`src/rtl/op_f_pkg.sv`:
```
// Shared types and default truth tables for the op_f 4-input classifier.
package op_f_pkg;
  typedef logic [3:0] code_t;

  localparam logic [15:0] PRIME_MASK = 16'h28AC;
  localparam logic [15:0] DIV3_MASK  = 16'h9249;
endpackage

```
`src/rtl/op_f_decode.sv`:
```
// Combinational truth-table lookup: one mask bit per 4-bit code.
module op_f_decode
  import op_f_pkg::*;
#(
  parameter logic [15:0] Y_MASK = PRIME_MASK,
  parameter logic [15:0] Z_MASK = DIV3_MASK
) (
  input  code_t n,
  output logic  y_c,
  output logic  z_c
);
  assign y_c = Y_MASK[n];
  assign z_c = Z_MASK[n];
endmodule

```
`src/rtl/op_f_unit.sv`:
```
// Registered classifier: y/z flags one cycle after a valid {a,b,c,d} sample.
// Optional saturating hit counters are built when OP_F_COUNT_EN is defined.
module op_f_unit
  import op_f_pkg::*;
#(
  parameter logic [15:0] Y_MASK = PRIME_MASK,
  parameter logic [15:0] Z_MASK = DIV3_MASK,
  parameter int          CNT_W  = 8
) (
  input  logic             clk,
  input  logic             rst,
  input  logic             in_valid,
  input  logic             a,
  input  logic             b,
  input  logic             c,
  input  logic             d,
  output logic             y,
  output logic             z,
`ifdef OP_F_COUNT_EN
  output logic [CNT_W-1:0] y_count,
  output logic [CNT_W-1:0] z_count,
`endif
  output logic             out_valid
);
  code_t n;
  logic  y_c, z_c;
  logic  y_d, y_q, z_d, z_q, out_valid_d, out_valid_q;

  assign n = {a, b, c, d};

  op_f_decode #(.Y_MASK(Y_MASK), .Z_MASK(Z_MASK)) u_decode (
    .n  (n),
    .y_c(y_c),
    .z_c(z_c)
  );

  // Flags hold across invalid cycles; only out_valid tracks every cycle.
  always_comb begin
    y_d         = y_q;
    z_d         = z_q;
    out_valid_d = in_valid;
    if (in_valid) begin
      y_d = y_c;
      z_d = z_c;
    end
  end

  always_ff @(posedge clk or posedge rst) begin
    if (rst) begin
      y_q         <= 1'b0;
      z_q         <= 1'b0;
      out_valid_q <= 1'b0;
    end else begin
      y_q         <= y_d;
      z_q         <= z_d;
      out_valid_q <= out_valid_d;
    end
  end

  assign y         = y_q;
  assign z         = z_q;
  assign out_valid = out_valid_q;

`ifdef OP_F_COUNT_EN
  logic [CNT_W-1:0] y_cnt_d, y_cnt_q, z_cnt_d, z_cnt_q;

  // Counters stick at all-ones rather than wrapping.
  always_comb begin
    y_cnt_d = y_cnt_q;
    z_cnt_d = z_cnt_q;
    if (in_valid && y_c && (y_cnt_q != {CNT_W{1'b1}})) y_cnt_d = y_cnt_q + CNT_W'(1);
    if (in_valid && z_c && (z_cnt_q != {CNT_W{1'b1}})) z_cnt_d = z_cnt_q + CNT_W'(1);
  end

  always_ff @(posedge clk or posedge rst) begin
    if (rst) begin
      y_cnt_q <= '0;
      z_cnt_q <= '0;
    end else begin
      y_cnt_q <= y_cnt_d;
      z_cnt_q <= z_cnt_d;
    end
  end

  assign y_count = y_cnt_q;
  assign z_count = z_cnt_q;
`endif
endmodule

```
`config.mk`:
```
export PLATFORM = sky130hd
export DESIGN_NAME = op_f_unit
export DESIGN_NICKNAME = d
export VERILOG_FILES = /design/src/rtl/op_f_pkg.sv /design/src/rtl/op_f_decode.sv /design/src/rtl/op_f_unit.sv
export SDC_FILE = /design/constraint.sdc
export NUM_CORES = 1
export LEC_CHECK = 0
export BUFFER_PORTS_ARGS = -buffer_cell sky130_fd_sc_hd__buf_2
export CORE_AREA = 2 2 39 41
export CTS_BUF_LIST = sky130_fd_sc_hd__clkbuf_8
export CTS_CLUSTER_SIZE = 25
export DETAILED_ROUTE_END_ITERATION = 8
export DIE_AREA = 0 0 41 43
export PLACE_DENSITY = 0.37
export SETUP_SLACK_MARGIN = 0.02
export SYNTH_ARGS = -nofsm -noshare
export SYNTH_HDL_FRONTEND = slang
export SYNTH_HIERARCHICAL = 1
export SYNTH_SLANG_ARGS = --single-unit
```
`constraint.sdc`:
```
create_clock -name clk -period 0.99 [get_ports clk]
set_input_delay 0.099 -clock clk [delete_from_list [all_inputs] [get_ports clk]]
set_output_delay 0.099 -clock clk [all_outputs]
set_load 0.05 [all_outputs]
```
==> impl_summary.txt <==
----------------------------------------------------
[STA]
  Clock period minus worst slack ... 1004 ps
  Total Neg Setup Slack ... -13.97 ps
  Setup violators final ... 1
  Unrepaired setup endpoints after global routing ... yes
  Number of slew-limit violations in the final report ... 0
  Worst clock skew ... 0 ps
  Remaining max-slew budget at the tightest pin ... 83.43%
  Period utilisation layout ... 101.4%
  Transition time at the pin with the least slew margin ... 250.2 ps
  Max Fclk ... 996.0 MHz
  Final setup slack of the worst path ... -13.97 ps
  Final hold viol count ... 0

[Global routing]
  Pin count of the biggest net entering global routing ... 5
  GRT Total Usage ... 7.121%
  Grt ovf ... 0
  Initial antenna violation count ... 0
  Via count of the first global-routing pass ... 203
  Wire length of the first global-routing pass ... 745 µm

[Clock tree]
  Sink Count ... 3
  Buffers inserted by post-CTS timing repair ... 0
  CTS Root Cell ... clkbuf_8
  H-tree levels ... 1
  Clock latency on the worst-skew pair ... 210 ps
  CTS tree ... built
  Max Buffers Root-to-Sink ... 2
  Clock buffer count from CTS ... 3
  Clk slew on worst S/H paths ... 30 ps

[Finish]
  Share of the core filled with cells in the final layout ... 28.84%
  Number of diodes ... 0
  Total Nets Final ... 42
  Number of standard cells in the final layout excluding fillers ... 47
  Area delta synth->final ... 96.91%
  Fraction of final layout cells sized beyond drive strength 1 ... 67.74%

[Routing]
  Number of vias after detailed routing ... 174
  Post-Route WL ... 433 µm
  Via density per instance ... 3.702
  Final routed wire length divided by cell count ... 9.213 µm
  Violation count after the first detailed-route iteration ... 1
  Detailed-routing iteration count for the pre-antenna-repair pass ... 2
  Antenna-violating nets left ... 0
  Number of remaining DRC errors ... 0

[Place]
  Final weighted congestion of routability-driven global placement ... 0.5824
  DP Cell Count ... 42
  Dpl hpwl ... 356.2 µm
  Post-Place Setup Slack ... -373.2 ps
  Count of buffers from port buffering ... 9

[Power and ir drop]
  Pwr per Cell Area ... 1637 mW/mm²
  Switching part of the total ... 26.98%
  Sum of internal, switching and leakage power ... 0.6533 mW
  Sequential power share ... 22.3%
  Clock network fraction of total power ... 51.4%
  Logic pwr share ... 26.2%
  Lkg Pwr ... 0.1929 nW
  Total net switching power ... 0.1763 mW
  Internal power contribution ... 0.4770 mW
  Worst VDD drop ... 0.0003289 V

[Yosys]
  Biggest area contributors in the synthesized netlist ... dfrtp_1 37%, ha_1 19%, mux2_2 11%, mux4_2 11%, inv_1 5.6%
  Area share of the leading cell type in the synthesized netlist ... 37.04%
  Dominant combinational cell family by area after synthesis ... multiplexers
  Count of unique library cells instantiated by Yosys ... 9
  Sequential-to-total area share from yosys stat ... 37.04%
  Proportion of synthesized flip-flops having asynchronous set or reset ... 100.0%
  Post-Syn Instances ... 16
  Cell area after synthesis ... 202.7 µm²
  Synth Register Bits ... 3
  Share of the synthesized area in compound gates (AO/OA/AOI/OAI) ... 4.938%
  Post-synthesis average cell area ... 12.67 µm²
  Count of flip-flops with a built-in enable after synthesis ... 0
  Leading register cell type out of synthesis ... dfrtp_1
  Number of synthesis warnings ... 6
  Nets in the synthesized netlist ... 26
  Post-synth top cells ... 3 x dfrtp_1, 3 x ha_1, 3 x inv_1, 2 x mux2_2
  Share of synthesized area spent on multiplexers ... 22.22%
  Area share of and/or/nand/nor cells after synthesis ... 7.407%
  Adder and majority cell fraction of the synthesized area ... 18.52%
  Most area-hungry cell type in the Yosys netlist ... dfrtp_1
  Xor and xnor fraction of the mapped netlist area ... 4.321%

[Floorplanning]
  Standard-cell rows ... 14
  Horiz. Die Dim ... 41 µm
  CORE AREA ... 0.001384 mm²
  # IOs ... 10
  Overall die area ... 0.001763 mm²
  Die Y-Extent ... 43 µm
  Starting density of the core ... 14.65%

[Job]
  Maximum Capacitance Violations ... 0

[Setup path]
  Crit path launch type ... primary input
  Worst Setup Path Type ... in2reg
  Crit. End Element ... register
  Critical path arrival ... 1100 ps
  Required time at the worst-slack endpoint ... 1080 ps
  Register-to-Register Setup Slack ... 240 ps
  Largest fanout on the critical path ... 4

[Outcome]
  Failing checks ... negative setup slack
  Status ... finished with violations

[Min path]
  Kind of path behind the tightest hold check ... in2reg

----------------------------------------------------
## area by class of cell
cell class | instances | area, µm²
fill | 148 | 984.7
multi-input combinational | 10 | 151.4
timing repair buffer | 11 | 83.83
sequential | 3 | 75.07
clock buffer | 3 | 41.29
inverter | 3 | 23.77
tap | 16 | 20.02
clock inverter | 1 | 3.754
## cell usage in the layout, fill, tap and decap left out, drive strengths merged
cell type and instances:
a221o 1, and3b 1, buf 10, clkbuf 3
dfrtp 3, dlygate4sd3 1, ha 3, inv 4
mux2 2, mux4 1, nor2b 1, xnor2 1
## cell families after synthesis
kind of cell,count (synthesis)
buffers and inverters,3
AOI/OAI and AO/OA,1
and+or+nand+nor,2
adders and majority gates,3
xor gates and xnor gates,1
muxes,3
DFF,3
## routing by layer
| layer | up-vias | track usage [%] | share of wire (%) |
|---|---|---|---|
| li1 | 87 | - | - |
| met1 | 81 | 5.769 | 36 |
| met2 | 6 | 10.00 | 58 |
| met3 | 0 | 1.571 | 5.5 |
| met4 | 0 | 12.00 | 0 |
| met5 | - | 0 | 0 |
## power groups by stage
stage / Sequential (mW) / Combinational (mW) / Clock, mW
floorplan: 0.200 / 0.0534 / 0
global placement: 0.146 / 0.160 / 0
detailed placement: 0.148 / 0.162 / 0
CTS: 0.147 / 0.174 / 0.347
global route: 0.149 / 0.185 / 0.361
finish: 0.146 / 0.171 / 0.336
## registers in the layout (all words and copies together) (netlist names)
signal and cells:
out_valid 1, y 1, z 1
## metrics by stage
stage | hold WS [ps] | cell area [µm²]
2_1_floorplan | -147.4 | 250.2
3_3_place_gp | -41.70 | 322.8
3_5_place_dp | -30.69 | 322.8
4_1_cts | 56.17 | 399.1
5_1_grt | 55.22 | 399.1
6_report | 60.48 | 399.1
## worst paths after layout
check,start,endpoint,depth (start not counted)
max reg2reg,y$_DFFE_PP0P_,y$_DFFE_PP0P_,1
min,in_valid,out_valid$_DFF_PP0_,1
min reg2reg,z$_DFFE_PP0P_,z$_DFFE_PP0P_,1
min in group asynchronous,rst,out_valid$_DFF_PP0_,3
max,c,y$_DFFE_PP0P_,5
max in group asynchronous,rst,z$_DFFE_PP0P_,3
## worst max-delay path, cell delays in order
cell and delay [ps]:
buf_12 100, inv_12 30, ha_4 140, mux4_2 460, mux2_4 260
## what timing repair did
action	CTS	global route
pin swaps	1	0
cloned	0	0
resized for setup	6	0
hold buffers	1	0
endpoints found under the setup margin	2	2
endpoints found under the hold margin	3	0
(Power assumes the default switching activity.)
